## src/rtl/fpu_pkg.sv

```systemverilog
// Shared floating-point types, constants and helpers for the FPU datapaths.
package fpu_pkg;

    typedef enum logic { RM_RNE = 1'b0, RM_RTZ = 1'b1 } rm_t;

    typedef struct packed {
        logic invalid;
        logic overflow;
        logic underflow;
        logic inexact;
    } fflags_t;

    typedef enum logic [2:0] { ZERO, NORM, INF, QNAN, SNAN } class_t;

    function automatic int fp_bias(input int exp_w);
        return (1 << (exp_w - 1)) - 1;
    endfunction

    // Canonical quiet NaN: sign 0, exponent all ones, only the fraction MSB set.
    function automatic logic [63:0] fp_qnan(input int exp_w, input int frac_w);
        logic [63:0] r;
        r = ((64'd1 << exp_w) - 64'd1) << frac_w;
        r = r | (64'd1 << (frac_w - 1));
        return r;
    endfunction

    // Denormals (exponent zero) classify as ZERO so they are flushed.
    function automatic class_t fp_classify(input logic exp_ones, input logic exp_zero,
                                           input logic frac_zero, input logic frac_msb);
        class_t c;
        if (exp_zero)       c = ZERO;
        else if (!exp_ones) c = NORM;
        else if (frac_zero) c = INF;
        else if (frac_msb)  c = QNAN;
        else                c = SNAN;
        return c;
    endfunction

endpackage

```

## src/rtl/fmul_round_pack.sv

```systemverilog
// Rounds a normalised mantissa with guard/round/sticky, applies flush-to-zero
// underflow and overflow-to-infinity, and packs the IEEE result.
module fmul_round_pack
    import fpu_pkg::*;
#(
    parameter int EXP_W  = 8,
    parameter int FRAC_W = 23
) (
    input  logic                    sign,
    input  logic signed [EXP_W+1:0] exp_in,
    input  logic [FRAC_W:0]         mant,
    input  logic                    guard,
    input  logic                    round_bit,
    input  logic                    sticky,
    input  rm_t                     rm,
    output logic [EXP_W+FRAC_W:0]   y,
    output fflags_t                 flags
);
    localparam logic signed [EXP_W+1:0] EXP_MAX  = (EXP_W+2)'((1 << EXP_W) - 1);
    localparam logic signed [EXP_W+1:0] EXP_ZERO = '0;
    localparam logic signed [EXP_W+1:0] EXP_ONE  = (EXP_W+2)'(1);

    logic                    round_up;
    logic [FRAC_W+1:0]       mant_r;
    logic signed [EXP_W+1:0] exp_r;
    logic [FRAC_W-1:0]       frac_r;

    always_comb begin
        round_up = (rm == RM_RNE) && guard && (round_bit || sticky || mant[0]);
        mant_r   = {1'b0, mant} + {{(FRAC_W+1){1'b0}}, round_up};
        exp_r    = exp_in;
        frac_r   = mant_r[FRAC_W-1:0];
        // A rounding carry yields 10.00..0; shift right once and bump the exponent.
        if (mant_r[FRAC_W+1]) begin
            exp_r  = exp_in + EXP_ONE;
            frac_r = mant_r[FRAC_W:1];
        end
        flags         = '0;
        flags.inexact = guard | round_bit | sticky;
        y             = {sign, exp_r[EXP_W-1:0], frac_r};
        if (exp_r >= EXP_MAX) begin
            y              = {sign, {EXP_W{1'b1}}, {FRAC_W{1'b0}}};
            flags.overflow = 1'b1;
            flags.inexact  = 1'b1;
        end else if (exp_r <= EXP_ZERO) begin
            y               = {sign, {(EXP_W+FRAC_W){1'b0}}};
            flags.underflow = 1'b1;
            flags.inexact   = 1'b1;
        end
    end

endmodule

```

## src/rtl/fmul_pipe.sv

```systemverilog
// Pipelined floating-point multiplier with valid/ready handshake, RNE/RTZ
// rounding, IEEE special values and exception flags; latency is STAGES cycles.
module fmul_pipe
    import fpu_pkg::*;
#(
    parameter int EXP_W  = 8,
    parameter int FRAC_W = 23,
    parameter int STAGES = 3,
    parameter int TAG_W  = 5
) (
    input  logic                  clk,
    input  logic                  rst,
    input  logic                  in_valid,
    output logic                  in_ready,
    input  logic [EXP_W+FRAC_W:0] x1,
    input  logic [EXP_W+FRAC_W:0] x2,
    input  logic                  rm,
    input  logic [TAG_W-1:0]      in_tag,
    output logic                  out_valid,
    input  logic                  out_ready,
    output logic [EXP_W+FRAC_W:0] y,
    output logic [TAG_W-1:0]      out_tag,
    output logic [3:0]            flags
);
    localparam int W = 1 + EXP_W + FRAC_W;
    localparam int M = FRAC_W + 1;
    localparam int H = M / 2;
    localparam int P = 2 * M;
    localparam logic [63:0]      QNAN64  = fp_qnan(EXP_W, FRAC_W);
    localparam logic [W-1:0]     QNAN_Y  = QNAN64[W-1:0];
    localparam logic [EXP_W+1:0] BIAS_X  = (EXP_W+2)'(fp_bias(EXP_W));
    localparam logic [EXP_W+1:0] EXP_ONE = (EXP_W+2)'(1);

    typedef struct packed {
        logic             sign;
        logic [EXP_W+1:0] exp;
        logic [M+H-1:0]   pp_lo;
        logic [2*M-H-1:0] pp_hi;
        logic             special;
        logic [W-1:0]     spec_y;
        fflags_t          spec_flags;
        rm_t              rm;
        logic [TAG_W-1:0] tag;
    } s1_t;

    typedef struct packed {
        logic             sign;
        logic [EXP_W+1:0] exp;
        logic [P-1:0]     prod;
        logic             special;
        logic [W-1:0]     spec_y;
        fflags_t          spec_flags;
        rm_t              rm;
        logic [TAG_W-1:0] tag;
    } prod_t;

    typedef struct packed {
        logic             sign;
        logic [EXP_W+1:0] exp;
        logic [M-1:0]     mant;
        logic             guard;
        logic             round_bit;
        logic             sticky;
        logic             special;
        logic [W-1:0]     spec_y;
        fflags_t          spec_flags;
        rm_t              rm;
        logic [TAG_W-1:0] tag;
    } norm_t;

    function automatic prod_t f_sum(input s1_t s);
        prod_t r;
        r.sign       = s.sign;
        r.exp        = s.exp;
        r.prod       = {{(M-H){1'b0}}, s.pp_lo} + {s.pp_hi, {H{1'b0}}};
        r.special    = s.special;
        r.spec_y     = s.spec_y;
        r.spec_flags = s.spec_flags;
        r.rm         = s.rm;
        r.tag        = s.tag;
        return r;
    endfunction

    // Product of two [1,2) mantissas lies in [1,4); the top bit selects a 1-bit shift.
    function automatic norm_t f_norm(input prod_t p);
        norm_t n;
        n.sign       = p.sign;
        n.special    = p.special;
        n.spec_y     = p.spec_y;
        n.spec_flags = p.spec_flags;
        n.rm         = p.rm;
        n.tag        = p.tag;
        if (p.prod[P-1]) begin
            n.exp       = p.exp + EXP_ONE;
            n.mant      = p.prod[P-1:M];
            n.guard     = p.prod[M-1];
            n.round_bit = p.prod[M-2];
            n.sticky    = |p.prod[M-3:0];
        end else begin
            n.exp       = p.exp;
            n.mant      = p.prod[P-2:M-1];
            n.guard     = p.prod[M-2];
            n.round_bit = p.prod[M-3];
            n.sticky    = |p.prod[M-4:0];
        end
        return n;
    endfunction

    logic              advance;
    logic [STAGES-1:0] vld_q, vld_d;
    s1_t               s1_q, s1_d, s1_n;
    norm_t             rp_src;
    logic [W-1:0]      rp_y;
    fflags_t           rp_flags;
    logic [W-1:0]      y_q, y_d;
    logic [TAG_W-1:0]  tag_q, tag_d;
    fflags_t           flags_q, flags_d;

    logic [EXP_W-1:0]  e1, e2;
    logic [FRAC_W-1:0] f1, f2;
    logic [M-1:0]      ma, mb;
    class_t            c1, c2;
    logic              any_nan, inf_zero;

    assign out_valid = vld_q[STAGES-1];
    assign in_ready  = !out_valid || out_ready;
    assign advance   = in_ready;

    always_comb begin
        vld_d = vld_q;
        if (advance) vld_d = {vld_q[STAGES-2:0], in_valid};
    end

    always_comb begin
        e1       = x1[W-2:FRAC_W];
        e2       = x2[W-2:FRAC_W];
        f1       = x1[FRAC_W-1:0];
        f2       = x2[FRAC_W-1:0];
        ma       = {1'b1, f1};
        mb       = {1'b1, f2};
        c1       = fp_classify(&e1, ~|e1, ~|f1, f1[FRAC_W-1]);
        c2       = fp_classify(&e2, ~|e2, ~|f2, f2[FRAC_W-1]);
        any_nan  = (c1 == QNAN) || (c1 == SNAN) || (c2 == QNAN) || (c2 == SNAN);
        inf_zero = ((c1 == INF) && (c2 == ZERO)) || ((c1 == ZERO) && (c2 == INF));

        s1_n       = '0;
        s1_n.sign  = x1[W-1] ^ x2[W-1];
        s1_n.exp   = {2'b00, e1} + {2'b00, e2} - BIAS_X;
        s1_n.pp_lo = {{H{1'b0}}, ma} * {{M{1'b0}}, mb[H-1:0]};
        s1_n.pp_hi = {{(M-H){1'b0}}, ma} * {{M{1'b0}}, mb[M-1:H]};
        s1_n.rm    = rm_t'(rm);
        s1_n.tag   = in_tag;
        s1_n.special = 1'b1;
        if (any_nan || inf_zero) begin
            s1_n.spec_y             = QNAN_Y;
            s1_n.spec_flags.invalid = inf_zero || (c1 == SNAN) || (c2 == SNAN);
        end else if ((c1 == INF) || (c2 == INF)) begin
            s1_n.spec_y = {s1_n.sign, {EXP_W{1'b1}}, {FRAC_W{1'b0}}};
        end else if ((c1 == ZERO) || (c2 == ZERO)) begin
            s1_n.spec_y = {s1_n.sign, {(EXP_W+FRAC_W){1'b0}}};
        end else begin
            s1_n.special = 1'b0;
        end

        s1_d = advance ? s1_n : s1_q;
    end

    generate
        if (STAGES == 2) begin : g_st2
            assign rp_src = f_norm(f_sum(s1_q));
        end else if (STAGES == 3) begin : g_st3
            norm_t s2_q, s2_d;
            always_comb s2_d = advance ? f_norm(f_sum(s1_q)) : s2_q;
            always_ff @(posedge clk) begin
                if (rst) s2_q <= '0;
                else     s2_q <= s2_d;
            end
            assign rp_src = s2_q;
        end else begin : g_st4
            prod_t s2_q, s2_d;
            norm_t s3_q, s3_d;
            always_comb begin
                s2_d = advance ? f_sum(s1_q) : s2_q;
                s3_d = advance ? f_norm(s2_q) : s3_q;
            end
            always_ff @(posedge clk) begin
                if (rst) begin
                    s2_q <= '0;
                    s3_q <= '0;
                end else begin
                    s2_q <= s2_d;
                    s3_q <= s3_d;
                end
            end
            assign rp_src = s3_q;
        end
    endgenerate

    fmul_round_pack #(
        .EXP_W  (EXP_W),
        .FRAC_W (FRAC_W)
    ) u_round_pack (
        .sign      (rp_src.sign),
        .exp_in    (rp_src.exp),
        .mant      (rp_src.mant),
        .guard     (rp_src.guard),
        .round_bit (rp_src.round_bit),
        .sticky    (rp_src.sticky),
        .rm        (rp_src.rm),
        .y         (rp_y),
        .flags     (rp_flags)
    );

    always_comb begin
        y_d     = y_q;
        tag_d   = tag_q;
        flags_d = flags_q;
        if (advance) begin
            y_d     = rp_src.special ? rp_src.spec_y : rp_y;
            flags_d = rp_src.special ? rp_src.spec_flags : rp_flags;
            tag_d   = rp_src.tag;
        end
    end

    always_ff @(posedge clk) begin
        if (rst) begin
            vld_q   <= '0;
            s1_q    <= '0;
            y_q     <= '0;
            tag_q   <= '0;
            flags_q <= '0;
        end else begin
            vld_q   <= vld_d;
            s1_q    <= s1_d;
            y_q     <= y_d;
            tag_q   <= tag_d;
            flags_q <= flags_d;
        end
    end

    assign y       = y_q;
    assign out_tag = tag_q;
    assign flags   = flags_q;

endmodule
```

## config.mk

```make
export PLATFORM = sky130hd
export DESIGN_NAME = fmul_pipe
export DESIGN_NICKNAME = d
export VERILOG_FILES = /design/src/rtl/fpu_pkg.sv /design/src/rtl/fmul_round_pack.sv /design/src/rtl/fmul_pipe.sv
export SDC_FILE = /design/constraint.sdc
export NUM_CORES = 2
export LEC_CHECK = 0
export CORE_ASPECT_RATIO = 1.4
export CORE_MARGIN = 2
export CORE_UTILIZATION = 48
export CTS_CLUSTER_DIAMETER = 30
export DETAILED_ROUTE_END_ITERATION = 7
export PLACE_DENSITY = 0.62
export SYNTH_ARGS = -nofsm -noshare
export SYNTH_HDL_FRONTEND = slang
export SYNTH_HIERARCHICAL = 1
export SYNTH_SLANG_ARGS = --single-unit
```

## constraint.sdc

```tcl
create_clock -name clk -period 17.75 [get_ports clk]
set_input_delay 3.55 -clock clk [delete_from_list [all_inputs] [get_ports clk]]
set_output_delay 3.55 -clock clk [all_outputs]
set_load 0.01 [all_outputs]
```

==> impl_metrics.tcl <==
set metrics [dict create \
    status "finished with violations" \
    violations "design-rule violations" \
    irDropWorstVdd_mv 0.152 \
    worstSetupStartpointType "input port" \
    dpl_cell_area_um2 29800 \
    grt_start_max_net_pins 138 \
    hold_buffers 0 \
    synth-xor-area-share_pct 3.21 \
    path_cells "clkdlybuf4s50_1 -> inv_1 -> nor2_1 -> fa_1 -> fa_1 -> fa_1 -> fa_1 -> inv_1 -> fa_1 -> inv_1 -> ha_1 -> a21oi_1 -> o22ai_1 -> o21ai_0 -> o311ai_0 -> or3b_2 -> a221oi_2 -> o21ai_0 -> a2111o_1 -> o211ai_1" \
    rsz0062_at_grt "false" \
    crit_type "input port to register" \
    die_y_um 290 \
    hpwl_um 62900 \
    holdPathEnd "y[5]" \
    cts_tree "yes" \
    end_kind "register" \
    insertion_delay_ns 0.46 \
    synth_top_area_cell "fa_1" \
    critical_path_arrival_ns 10.49 \
    finalWirelength_um 81000 \
    drc 2 \
    cts-resized-gates 0 \
    yosys-top-cells-area "fa_1 (31%), dfxtp_1 (13%), nand2_1 (9.0%)" \
    crit_slowest_cell "clkdlybuf4s50_1" \
    worst_hold_startpoint "y[5]" \
    gp_congestion 0.961 \
    antenna_found_initial 0 \
    cp.required_ns 18.14 \
    regToRegSetupSlack_ns 13.80 \
    path_clk_slew_ns 0.08 \
    vias_per_cell 5.59 \
    power_density_nw_per_um2 189 \
    clkSinkCount 187 \
    io_pins 117 \
    nets 4188 \
    cts_root_buf "clkbuf_16" \
    tightestPinTransition_ns 1.32 \
    fmax_mhz 98.9 \
    overflow 0 \
    synth_top_area_share_pct 31.5 \
    die_area_um2 60500 \
    io_buffers 116 \
    crit_family "adder cells" \
    relSlewSlack_pct 11.5 \
    yosys-mux-area-fraction_pct 0.396 \
    reg2reg_to "y[22]" \
    yosysSeqAreaShare_pct 13.3 \
    yosys.area_share.adder_pct 39.9 \
    slowest_delay_ns 1.32 \
    reg2reg_depth 10 \
    htreeDepth 4 \
    yosys_register_bits 187 \
    cts_buffers 17 \
    yosys.area_share.simple_pct 20.8 \
    areaGrowthSynthToFinish_pct 8.07 \
    postCtsSetupRepairBufs 0 \
    first_iter_violations 1337 \
    die_w_um 208 \
    fin_setup_tns_ns 0 \
    final_area_um2 30400 \
    avgRoutedWirePerCell_um 19.1 \
    start_util_pct 48.7 \
    synth_edf_count 0 \
    grt_pass1_wl_um 130000 \
    async_flop_share_pct 0 \
    finalCritPeriodShare_pct 56.9 \
    finalSetupViolCount 0 \
    clock_path_buffers 2 \
    fp-row-count 104 \
    r2r-start "g_st3.s2_q[45]" \
    cap_violations 0 \
    p_leak_nw 14.3 \
    synth.distinct_cells 93 \
    maxSlewViolCount 0 \
    synth_top_family_by_area "adder cells" \
    vias 23700 \
    yosysWarnings 6 \
    drt_pass1_iterations 8 \
    avgSynthCellArea_um2 8.05 \
    clock-skew-final_ns 0.0116 \
    holdPathStages 2 \
    cp_common_cell "fa_1" \
    ant_nets 0 \
    synth_compound_area_share_pct 11.9 \
    crit_fanout 24 \
    syn_inst 3491 \
    synth_ff_type "dfxtp_1" \
    layout-drive-gt1-share_pct 3.12 \
    core_um2 57600 \
    hold_viol 0 \
    grt_use_total_pct 27.1 \
    synth_nets 4196 \
    grt_pass1_vias 24700 \
    worst-path-buf-inv 4 \
    min_path_type "register to register" \
    finalCriticalPeriod_ns 10.11 \
    syn_area_um2 28100 \
]
worst max-delay path by stage:
stage                     start         to  slack (ns)  cells past startpoint
after global placement    x1[9]  s1_q[114]        7.45                     20
after floorplan           x2[9]  s1_q[114]        8.85                     21
after CTS                 x1[9]  s1_q[114]        7.82                     20
after detailed placement  x1[9]  s1_q[114]        7.33                     20
after global routing      x1[9]  s1_q[114]        7.33                     20
final                     x1[9]  s1_q[114]        7.64                     20
kinds of logic after synthesis:
logic type | count (synthesis)
compound gates | 533
mux | 11
buf+inv | 771
flops | 187
simple gates | 1255
other cells | 1
fa+ha+maj | 631
xor+xnor | 102
layout by cell type, fill, tap and decap left out, types with 10 or more instances in the layout:
cell type	count
clkbuf_16	17
clkdlybuf4s50_1	115
and2_1	109
nand2_1	672
nor2_1	149
xnor2_1	63
a211oi_1	33
o22ai_1	10
nor3_1	40
nand4_1	19
ha_1	189
dfxtp_1	187
or3_1	17
a21oi_1	202
mux2i_1	10
o21a_1	15
o31ai_1	16
nor4_1	36
and3_1	36
nand3b_1	28
and4_1	10
fa_1	442
buf_4	40
o21ai_0	108
o21bai_1	15
a31oi_1	17
xor2_1	37
a21o_1	24
nor2b_1	26
inv_1	587
nand2b_1	20
o211ai_1	13
nand3_1	49
worst register-to-register path, stage by stage, from the launching register on:
cell,delay (ns)
dfxtp_1,0.38
and3b_1,0.25
ha_1,0.27
nand4_2,0.26
or3_1,0.50
a2111oi_2,0.30
a2bb2oi_1,0.94
a311o_2,0.45
nor3_1,0.19
mux2i_1,0.16
a211oi_1,0.09
where the power goes:
part	internal (mW)	switching, mW
Clock	0.187	0.188
Combinational	1.92	2.78
Sequential	0.553	0.108
metrics by stage:
stage               power (mW)  instances  setup slack, ns  hold WS [ns]  util, %
floorplan                 4.06       3491             8.85         0.426        -
global placement          5.23       4206             7.45         0.437     51.7
detailed placement        5.29       4206             7.33         0.445     51.7
CTS                       5.70       4238             7.82         0.454     52.7
global route              6.34       4238             7.33         0.467     52.7
finish                    5.74       4239             7.64         0.450     52.7
area by class of cell:
| type | count | area, µm² |
|---|---|---|
| tap | 742 | 928 |
| timing repair buffer | 156 | 1470 |
| inverter | 588 | 2210 |
| clock buffer | 17 | 425 |
| multi-input combinational | 2533 | 21400 |
| antenna | 1 | 2.50 |
| sequential | 187 | 3740 |
| fill | 5556 | 27300 |
| clock inverter | 15 | 149 |
sequential cells by signal, indices dropped and copies added (netlist names):
signal,count
s1_q,94
flags,4
g_st3.s2_q,49
vld_q,3
out_tag,5
y,32
cell usage after synthesis (28+ instances only):
cell type / count
fa_1: 442
xor2_1: 38
a21oi_1: 202
clkbuf_1: 165
xnor2_1: 63
o21ai_0: 108
nor2_1: 150
dfxtp_1: 187
and3_1: 36
nor4_1: 36
nor3_1: 40
and2_1: 109
nand3_1: 49
nand2_1: 672
ha_1: 189
nand3b_1: 28
a211oi_1: 33
inv_1: 588
routing by layer:
metal	wire length (µm)	global-route usage, %
met1	31800	31.4
met2	41800	49.4
met3	3640	2.91
met5	0	0
met4	3820	13.4
No activity file was read; power rests on OpenSTA's default activity.
